### src/rtl/fl_pkg.sv
// Shared definitions for the feature-map load path: sequencer states and
// default geometry used by the banked RAM, the loader and the compute stage.
package fl_pkg;

    // Sequencer states; CLEAR is only reachable in zero-fill builds.
    typedef enum logic [1:0] {
        IDLE  = 2'd0,
        CLEAR = 2'd1,
        LOAD  = 2'd2,
        DONE  = 2'd3
    } seq_state_t;

    localparam int FL_SIZE    = 32;
    localparam int FL_WIDTH   = 16;
    localparam int FL_ADDRESS = 10;

endpackage

### src/rtl/bank_write_sequencer.sv
// Port-A loader for the SIZE-bank feature-map RAM. Words arriving on the
// s_valid/s_ready handshake are scattered round-robin: word k lands in bank
// k%SIZE at row k/SIZE. One frame of SIZE*ROWS words per start, then done.
//
// Optional feature: define BANK_WRITE_SEQUENCER_ZERO_FILL_EN to sweep every
// bank address with zeros (CLEAR state) before each frame is loaded.
//
// state | meaning
// IDLE  | waiting for start; nothing accepted
// CLEAR | zero-fill sweep over all 2**ADDRESS rows (zero-fill builds only)
// LOAD  | accepting words, one write strobe per accepted word
// DONE  | single-cycle frame-complete pulse
module bank_write_sequencer
    import fl_pkg::*;
#(
    parameter int SIZE    = FL_SIZE,
    parameter int WIDTH   = FL_WIDTH,
    parameter int ADDRESS = FL_ADDRESS,
    parameter int ROWS    = 2**ADDRESS
) (
    input  logic                            clk,
    input  logic                            rst,
    input  logic                            start,
    input  logic                            s_valid,
    input  logic [WIDTH-1:0]                s_data,
    output logic                            s_ready,
    output logic [SIZE-1:0]                 ena,
    output logic [SIZE-1:0]                 wea,
    output logic [SIZE-1:0][ADDRESS-1:0]    addra,
    output logic [SIZE-1:0][WIDTH-1:0]      dina,
    output logic                            busy,
    output logic                            done
);

    localparam int                 BW        = (SIZE > 1) ? $clog2(SIZE) : 1;
    localparam logic [BW-1:0]      BANK_LAST = BW'(SIZE - 1);
    localparam logic [ADDRESS-1:0] ROW_LAST  = ADDRESS'(ROWS - 1);

    seq_state_t                     state;
    seq_state_t                     state_next;
    logic [BW-1:0]                  bank_idx;
    logic [BW-1:0]                  bank_next;
    logic [ADDRESS-1:0]             row;
    logic [ADDRESS-1:0]             row_next;
    logic                           accept;
    logic                           last_word;
    logic [SIZE-1:0]                ena_next;
    logic [SIZE-1:0][ADDRESS-1:0]   addra_next;
    logic [SIZE-1:0][WIDTH-1:0]     dina_next;

`ifdef BANK_WRITE_SEQUENCER_ZERO_FILL_EN
    localparam logic [ADDRESS-1:0] CLR_LAST = '1;
    logic [ADDRESS-1:0]            clr_cnt;
    logic [ADDRESS-1:0]            clr_next;
`endif

    // s_ready is a registered decode of LOAD, so accept never loops back
    // combinationally into the ready logic.
    assign accept    = s_valid && s_ready;
    assign last_word = (bank_idx == BANK_LAST) && (row == ROW_LAST);

    // State register.
    always_ff @(posedge clk) begin
        if (rst) begin
            state <= IDLE;
        end else begin
            state <= state_next;
        end
    end

    // Next-state decode; start outside IDLE is ignored.
    always_comb begin
        state_next = state;
        case (state)
            IDLE: begin
                if (start) begin
`ifdef BANK_WRITE_SEQUENCER_ZERO_FILL_EN
                    state_next = CLEAR;
`else
                    state_next = LOAD;
`endif
                end
            end
`ifdef BANK_WRITE_SEQUENCER_ZERO_FILL_EN
            CLEAR: begin
                if (clr_cnt == CLR_LAST) begin
                    state_next = LOAD;
                end
            end
`endif
            LOAD: begin
                if (accept && last_word) begin
                    state_next = DONE;
                end
            end
            DONE:    state_next = IDLE;
            default: state_next = IDLE;
        endcase
    end

    // Bank/row counters: cleared on entry to LOAD, advanced on each accept.
    always_comb begin
        bank_next = bank_idx;
        row_next  = row;
        if ((state != LOAD) && (state_next == LOAD)) begin
            bank_next = '0;
            row_next  = '0;
        end else if (accept) begin
            if (bank_idx == BANK_LAST) begin
                bank_next = '0;
                if (row != ROW_LAST) begin
                    row_next = row + ADDRESS'(1);
                end
            end else begin
                bank_next = bank_idx + BW'(1);
            end
        end
    end

    // Counter registers.
    always_ff @(posedge clk) begin
        if (rst) begin
            bank_idx <= '0;
            row      <= '0;
        end else begin
            bank_idx <= bank_next;
            row      <= row_next;
        end
    end

`ifdef BANK_WRITE_SEQUENCER_ZERO_FILL_EN
    // Clear address: the value shown on addra during the coming CLEAR cycle.
    always_comb begin
        clr_next = clr_cnt;
        if (state_next == CLEAR) begin
            clr_next = (state == CLEAR) ? clr_cnt + ADDRESS'(1) : '0;
        end
    end

    // Clear address register.
    always_ff @(posedge clk) begin
        if (rst) begin
            clr_cnt <= '0;
        end else begin
            clr_cnt <= clr_next;
        end
    end
`endif

    // Port-A values for the next cycle; address and data hold when idle.
    always_comb begin
        ena_next   = '0;
        addra_next = addra;
        dina_next  = dina;
        if (accept) begin
            ena_next   = SIZE'(1) << bank_idx;
            addra_next = {SIZE{row}};
            dina_next  = {SIZE{s_data}};
        end
`ifdef BANK_WRITE_SEQUENCER_ZERO_FILL_EN
        else if (state_next == CLEAR) begin
            ena_next   = '1;
            addra_next = {SIZE{clr_next}};
            dina_next  = '0;
        end
`endif
    end

    // Registered outputs; status flags decode the upcoming state so they
    // line up with the state they describe.
    always_ff @(posedge clk) begin
        if (rst) begin
            ena     <= '0;
            wea     <= '0;
            addra   <= '0;
            dina    <= '0;
            s_ready <= 1'b0;
            busy    <= 1'b0;
            done    <= 1'b0;
        end else begin
            ena     <= ena_next;
            wea     <= ena_next;
            addra   <= addra_next;
            dina    <= dina_next;
            s_ready <= (state_next == LOAD);
            busy    <= (state_next == LOAD) || (state_next == CLEAR);
            done    <= (state_next == DONE);
        end
    end

endmodule
### config.mk
export PLATFORM = sky130hd
export DESIGN_NAME = bank_write_sequencer
export DESIGN_NICKNAME = d
export VERILOG_FILES = /design/src/rtl/fl_pkg.sv /design/src/rtl/bank_write_sequencer.sv
export SDC_FILE = /design/constraint.sdc
export NUM_CORES = 1
export LEC_CHECK = 0
export CAP_MARGIN = 20
export CORE_AREA = 2 2 356 358
export CTS_BUF_LIST = sky130_fd_sc_hd__clkbuf_4 sky130_fd_sc_hd__clkbuf_8
export DETAILED_ROUTE_END_ITERATION = 8
export DIE_AREA = 0 0 358 360
export PLACE_DENSITY = 0.3
export SYNTH_ARGS = -nofsm -noshare
export SYNTH_HDL_FRONTEND = slang
export SYNTH_SLANG_ARGS = --single-unit
### constraint.sdc
create_clock -name clk -period 2.6 [get_ports clk]
set_input_delay 0.39 -clock clk [delete_from_list [all_inputs] [get_ports clk]]
set_output_delay 0.39 -clock clk [all_outputs]
set_load 0.01 [all_outputs]
# Yosys cells after proc, flatten, opt, wreduce, memory -nomap -nowiden

Cells that the tools add are included.

Register bits after elaboration: 78
Output and inout port bits: 899

Add/subtract/negate cells: 2
Eq/ne operators: 8
Shift-type cells: 1
Muxes and demuxes: 4
Bitwise logic cells: 1
Reductions and logical operators: 9

Operators with widths:

| operator                                          | count |
|---|---|
| left shift 1 x 5 -> 32 bit (first input constant) | 1 |
| adder 10 x 1 -> 10 bit (second input constant)    | 1 |
| == test 10 bit (second input constant)            | 1 |
| inequality test 10 bit (second input constant)    | 1 |
| == test 2 bit (second input constant)             | 3 |
| adder 5 x 1 -> 5 bit (second input constant)      | 1 |
| == test 5 bit (second input constant)             | 1 |
| two-way mux 5 bit                                 | 1 |
| logical AND 1 bit                                 | 4 |
| two-way mux 2 bit                                 | 2 |
| one-hot mux 2 bit (2 select lines)                | 1 |
| OR reduction 2 bit                                | 2 |
| AND reduction 3 bit                               | 1 |
| == test 2 x 1 -> 1 bit (second input constant)    | 1 |
| zero test 2 bit                                   | 1 |
| inequality test 2 bit (second input constant)     | 1 |
| logical OR 1 bit                                  | 1 |
| NOT 1 bit                                         | 1 |

# Longest topological paths before layout

Gate-level depths: netlist of run 1.

Depth after elaboration: 8
Mapped depth: 10
Gate-level depth less buffers: 9

# Least setup slack after synthesis of run 1

OpenSTA, ideal clock, no wires.

Kind: register to register
From: register bank_idx[1]
To: register bank_idx[1]
Arrival: 2091 ps
Setup slack: 438 ps
Stages on the path, launching flop included: 11
Path buffers: 1
Clock period less this slack: 2162 ps
Path through: dfxtp_1 > ha_1 > and3_1 > ha_1 > nand3_1 > nor2_1 > nand4_1 > ha_1 > a21o_2 > clkbuf_1 > a21oi_1

Word-level cells in the longest chain between the ends: 8

Ends and longest elaborated chain:

| item                                | line                                                    | source |
|---|---|---|
| from (decl)                         | bank_write_sequencer.sv:41                              | `logic [BW-1:0] bank_idx;` |
| from (signal assigned)              | bank_write_sequencer.sv:126                             | `bank_idx <= bank_next;` |
| == test 5 bit                       | bank_write_sequencer.sv:60, bank_write_sequencer.sv:109 |  |
| logical AND 1 bit                   | bank_write_sequencer.sv:60                              | `assign last_word = (bank_idx == BANK_LAST) && (row == ROW_LAST);` |
| logical AND 1 bit                   | bank_write_sequencer.sv:92                              | `if (accept && last_word) begin` |
| two-way mux 2 bit                   | bank_write_sequencer.sv:92                              |  |
| one-hot mux 2 bit (2 select lines)  | bank_write_sequencer.sv:74                              | `case (state)` |
| == test 2 bit                       | bank_write_sequencer.sv:105                             | `if ((state != LOAD) && (state_next == LOAD)) begin` |
| logical AND 1 bit                   | bank_write_sequencer.sv:105                             |  |
| OR reduction 2 bit (no source line) | -                                                       |  |

Parallel ways exist; a longest one is shown, timed or not.
A chain may end at the register's enable or synchronous reset.

# Worst setup path after layout of run 1

From: register bank_idx[0]
To: register row[4]

Word-level cells in the longest chain between the ends: 8

Ends and longest elaborated chain:

| item                                | line                                                    | source |
|---|---|---|
| == test 5 bit *                     | bank_write_sequencer.sv:60, bank_write_sequencer.sv:109 |  |
| logical AND 1 bit                   | bank_write_sequencer.sv:60                              |  |
| logical AND 1 bit                   | bank_write_sequencer.sv:92                              |  |
| two-way mux 2 bit                   | bank_write_sequencer.sv:92                              |  |
| one-hot mux 2 bit (2 select lines)  | bank_write_sequencer.sv:74                              |  |
| == test 2 bit                       | bank_write_sequencer.sv:105                             |  |
| logical AND 1 bit                   | bank_write_sequencer.sv:105                             |  |
| OR reduction 2 bit (no source line) | -                                                       |  |
| to (signal assigned)                | bank_write_sequencer.sv:127                             | `row <= row_next;` |
| to (decl)                           | bank_write_sequencer.sv:43                              | `logic [ADDRESS-1:0] row;` |

Every way passes the cells marked *; elsewhere a longest branch is shown, timed or not.

==> qor.yml, run 1 <==
critPathTopFamily: "adder cells"
cts_setup_buffers: 0
netlist_instances: 1149
syn_area_per_cell_um2: 7.85
io_buffer_count: 918
cp_cell_sequence: "ha_1, and3_1, ha_1, nand3_1, nor2_1, nand4_1, ha_1, a21o_2, a311oi_1"
tns_ps: 0
drt_first_pass_iters: 4
synth_commonest_cells: "buf_4, dfxtp_1, nand2_1"
cap_violations: 0
setup_violations: 0
cts_hold_buf: 0
drc_errors: 0
hp-class: "register to register"
netlist_area_um2: 9020
hpwl_um: 26500
cts_resized: 0
ctsRootBufferMaster: "clkbuf_8"
clk_pin_slew_ps: 90
p_per_area_nw_per_um2: 236
ir_drop_v: 0.000188
cp_slowest_stage_delay_ps: 410
clk_latency_ps: 410
worst_setup_path_start_kind: "register"
synth.distinct_cells: 37
ys_seq_elements: 78
grt_use_met3_pct: 0.760
crit_type: "register to register"
r2r_cells: 9
path_depth: 9
cts_sinks: 78
yosys_warnings: 0
drt_iter0_drc: 171
fp-row-count: 130
final_util_pct: 11.5
synth_area_leaders: "buf_4, dfxtp_1, nand2_1"
whs_path_depth: 1
syn_to_final_growth_pct: 59.9
synth_nets: 1179
vias: 6244
end_kind: "register"
cts_buffers: 9
clk_path_buf_depth: 2
dieWidth_um: 358
core_area_um2: 125000
cts_tree: "built"
rsz0062_at_grt: "no"
synth_top_area_cell: "buf_4"
preCtsSetupSlack_ps: 291
grt_pass1_vias: 5632
grt_pass1_wl_um: 42700
hold_viol: 0
layout-drive-gt1-share_pct: 5.13
slowest_stage: "dfxtp_1"
whs_ps: 453
grtUsageTotal_pct: 4.63
netlist.area_leader.share_pct: 69.7
period_needed_ps: 2260
synth_edf_count: 0
vias_per_cell: 2.14
met1_usage_pct: 4.42
ioPinCount: 919
routed_wl_um: 32900
overflow: 0
arrival_ps: 2560
max_freq_ghz: 0.443
finalMaxSlewViolations: 0
synth.most_common_cell: "buf_4"
status: "finished clean"
leakagePower_nw: 4.41
die_h_um: 360
ys.flop_type: "dfxtp_1"
antenna_found_initial: 3
worst_slack_ps: 344
gp_congestion: 0.661
slew_headroom_pct: 49.3
ys_seq_area_share_pct: 17.3
crit_buf_inv: 0
routedWlPerCell_um: 11.3
cp_common_cell: "ha_1"
period_share_pct: 86.8
tightest_slew_ps: 760
synthArstFlopShare_pct: 0
required_ps: 2910
use_met2_pct: 9.72
clock_skew_ps: 25.8
critPathMaxFanout: 15
dieArea_um2: 129000
cts_htree_levels: 3
final_nets: 1293
ant_nets: 0
grt.busiest_layer: "met2"
grt_max_degree: 34
start_util_pct: 7.22
[layer usage]
| metal | share of wire [%] | wire [um] | up-vias |
|---|---|---|---|
| li1 | - | - | 2930 |
| met3 | 5.5 | 1810 | 15 |
| met2 | 58 | 19000 | 442 |
| met4 | 1.3 | 433 | 0 |
| met1 | 36 | 11700 | 2857 |
| met5 | 0 | 0 | - |
[stage by stage]
step	cell area [um2]	power (mW)	std cells
5_1_grt	14400	3.60	2919
2_1_floorplan	9020	1.96	1149
6_report	14400	3.40	2919
4_1_cts	14400	3.54	2918
3_3_place_gp	14200	2.30	2902
3_5_place_dp	14200	2.29	2902
[flip-flops by register name, indices dropped and copies added, names as in the netlist, 2 cells and up]
register,flops
wea,32
dina,16
addra,10
row,10
bank_idx,5
state,2
[final timing paths]
| check | start | to | slack [ps] |
|---|---|---|---|
| hold reg to reg | state[0] | state[1] | 450 |
| hold / removal | state[0] | state[1] | 450 |
| setup reg to reg | bank_idx[0] | row[4] | 340 |
| setup / recovery | bank_idx[0] | row[4] | 340 |
[logic make-up after synthesis]
kind of cell / after synthesis / synth area share (%)
buffers and inverters: 857 / 70.6
xor gates and xnor gates: 2 / 0.194
muxes: 1 / 0.111
DFF: 78 / 17.3
adders and majority gates: 10 / 1.39
AOI/OAI and AO/OA: 49 / 3.04
and+or+nand+nor: 152 / 7.34
[cell usage in the layout (no fill, tap or decap), types with 2 or more instances in the layout]
master,count
clkbuf_8,9
a211oi_1,3
and3_1,2
nand2_1,72
nor2b_1,3
nor4_1,2
ha_1,10
xnor2_1,2
inv_1,5
nand3_1,5
o21ai_0,3
clkinvlp_4,2
inv_6,2
or3_1,3
nor2_1,45
clkdlybuf4s50_1,917
nand2b_1,3
a31oi_1,3
dfxtp_1,76
dfxtp_2,2
nand4_1,2
a21oi_1,36
nor3_1,5
buf_4,37
bufinv_16,2
[worst register-to-register path, delay by kind of cell (launching register included)]
kind                     cells  cell delay (ps)
adder cells (fa/ha/maj)      3              650
AND/OR/NAND/NOR              4              570
AO/OA/AOI/OAI                2              540
flip-flops                   1              410
[power breakdown]
group / switching (mW) / internal [mW]
sequential: 0.0104 / 1.21
combinational: 0.446 / 0.569
clock: 0.604 / 0.560
[layout make-up]
cell class	instances	area, um2
clock buffers	10	131
clock inverters	6	92.6
repair buffers	955	9460
fillers	14200	110000
diodes	1	2.50
well taps	1650	2060
multi-input cells	214	1090
flip-flops and latches	78	1560
inverters	5	18.8
No activity file was read; power rests on OpenSTA's default activity.
==> run 2, diff against run 1 <==
--- a/config.mk
+++ b/config.mk
@@ -7,7 +7,7 @@
 export LEC_CHECK = 0
 export CAP_MARGIN = 20
 export CORE_AREA = 2 2 356 358
-export CTS_BUF_LIST = sky130_fd_sc_hd__clkbuf_4 sky130_fd_sc_hd__clkbuf_8
+export CTS_BUF_LIST = sky130_fd_sc_hd__clkbuf_16
 export DETAILED_ROUTE_END_ITERATION = 8
 export DIE_AREA = 0 0 358 360
 export PLACE_DENSITY = 0.3
==> run 2 against run 1 <==
Effect of this change:
- setup slack gained 11 ps
- flip-flop and latch count is the same
- clock skew fell by 6.0 ps
- largest power group is now clock
==> qor.yml, run 2 (same netlist as run 1, synthesis figures left out) <==
status: "finished clean"
core_area_um2: 125000
period_needed_ps: 2240
leakagePower_nw: 4.46
dieWidth_um: 358
p_per_area_nw_per_um2: 257
drt_iter0_drc: 177
cts_hold_buf: 0
cts_setup_buffers: 0
power.switching_mw: 1.11
finalMaxSlewViolations: 0
setup_violations: 0
routed_wl_um: 32900
die_h_um: 360
routedWlPerCell_um: 11.3
grt_pass1_vias: 5626
clk_pin_slew_ps: 70
power_frac_seq_pct: 32.7
start_util_pct: 7.22
largestRegisters: "wea (32), dina (16)"
period_share_pct: 86.3
grt_pass1_wl_um: 42600
layout-drive-gt1-share_pct: 5.05
top_register: "wea"
max_freq_ghz: 0.446
p_sw_share_pct: 29.7
ant_nets: 0
worst_setup_path_start_kind: "register"
crit_type: "register to register"
grtUsageTotal_pct: 4.64
hold_viol: 0
arrival_ps: 2520
cts_resized: 0
whs_path_depth: 1
finalPower_mw: 3.73
slew_headroom_pct: 48.2
clk_latency_ps: 370
rsz0062_at_grt: "no"
layout_common_cells: "clkdlybuf4s50_1, dfxtp_1, nand2_1"
tns_ps: 0
ioPinCount: 919
cp_cell_sequence: "ha_1, and3_1, ha_1, nand3_1, nor2_1, nand4_1, ha_1, a21o_2, a311oi_1"
vias: 6241
cp_slowest_stage_delay_ps: 400
overflow: 0
intPower_mw: 2.63
ctsRootBufferMaster: "clkbuf_16"
antenna_found_initial: 2
cts_tree: "built"
end_kind: "register"
ir_drop_v: 0.000262
slowest_stage: "dfxtp_1"
critPathMaxFanout: 15
grt_max_degree: 34
vias_per_cell: 2.14
final_common_cell: "clkdlybuf4s50_1"
final_nets: 1293
cp_common_cell: "ha_1"
gp_congestion: 0.661
hpwl_um: 26500
drt_first_pass_iters: 4
syn_to_final_growth_pct: 61.0
clk_path_buf_depth: 2
tightest_slew_ps: 776
dieArea_um2: 129000
drc_errors: 0
fp-row-count: 130
cts_htree_levels: 3
hp-class: "register to register"
cts_sinks: 78
io_buffer_count: 918
largest_reg_flops: 32
required_ps: 2870
clock_skew_ps: 19.7
r2r_cells: 9
antenna_cells: 0
clockPowerShare_pct: 40.1
p_comb_share_pct: 27.2
cts_buffers: 9
cap_violations: 0
run 2: critical path: cells and delay by family, from the launching register on:
family                   cells  cell delay (ps)
adder cells (fa/ha/maj)      3              650
flip-flops                   1              400
AO/OA/AOI/OAI                2              530
AND/OR/NAND/NOR              4              570
run 2: per-stage QoR:
step	cells	setup WS (ps)	utilization (%)	hold WS, ps	area [um2]
after floorplan	1149	438	-	420	9020
after global placement	2902	291	11.4	440	14200
after detailed placement	2902	291	11.4	443	14200
after CTS	2918	319	11.6	453	14500
after global routing	2918	130	11.6	479	14500
final	2918	356	11.6	449	14500
run 2: final cells by class:
| cell class | instances | area (um2) |
|---|---|---|
| inverters | 5 | 18.8 |
| clock buffers | 9 | 225 |
| well taps | 1650 | 2060 |
| flip-flops and latches | 78 | 1560 |
| clock inverters | 7 | 96.3 |
| multi-input cells | 214 | 1090 |
| repair buffers | 955 | 9460 |
| fillers | 14200 | 110000 |
run 2: final timing paths:
path / startpoint / endpoint / slack, ps
max: bank_idx[0] / row[4] / 360
min: state[0] / state[1] / 450
max reg2reg: bank_idx[0] / row[4] / 360
min reg2reg: state[0] / state[1] / 450
run 2: metal layers:
| metal | routed length [um] | global-route usage, % |
|---|---|---|
| met2 | 19000 | 9.73 |
| met5 | 0 | 0 |
| met3 | 1780 | 0.760 |
| met4 | 433 | 1.45 |
| met1 | 11700 | 4.42 |
run 2: power by group through the flow:
| stage | combinational (mW) | clock [mW] | sequential (mW) |
|---|---|---|---|
| 3_5_place_dp | 1.05 | 0 | 1.25 |
| 2_1_floorplan | 0.649 | 0 | 1.31 |
| 4_1_cts | 1.05 | 1.60 | 1.22 |
| 6_report | 1.01 | 1.50 | 1.22 |
| 3_3_place_gp | 1.06 | 0 | 1.25 |
| 5_1_grt | 1.09 | 1.63 | 1.22 |
==> run 3, diff against run 2 <==
--- a/config.mk
+++ b/config.mk
@@ -11,6 +11,7 @@
 export DETAILED_ROUTE_END_ITERATION = 8
 export DIE_AREA = 0 0 358 360
 export PLACE_DENSITY = 0.3
+export SLEW_MARGIN = 40
 export SYNTH_ARGS = -nofsm -noshare
 export SYNTH_HDL_FRONTEND = slang
 export SYNTH_SLANG_ARGS = --single-unit
==> results of run 3 <==
No change in the layout: final DEF, timing and power equal those of run 2.
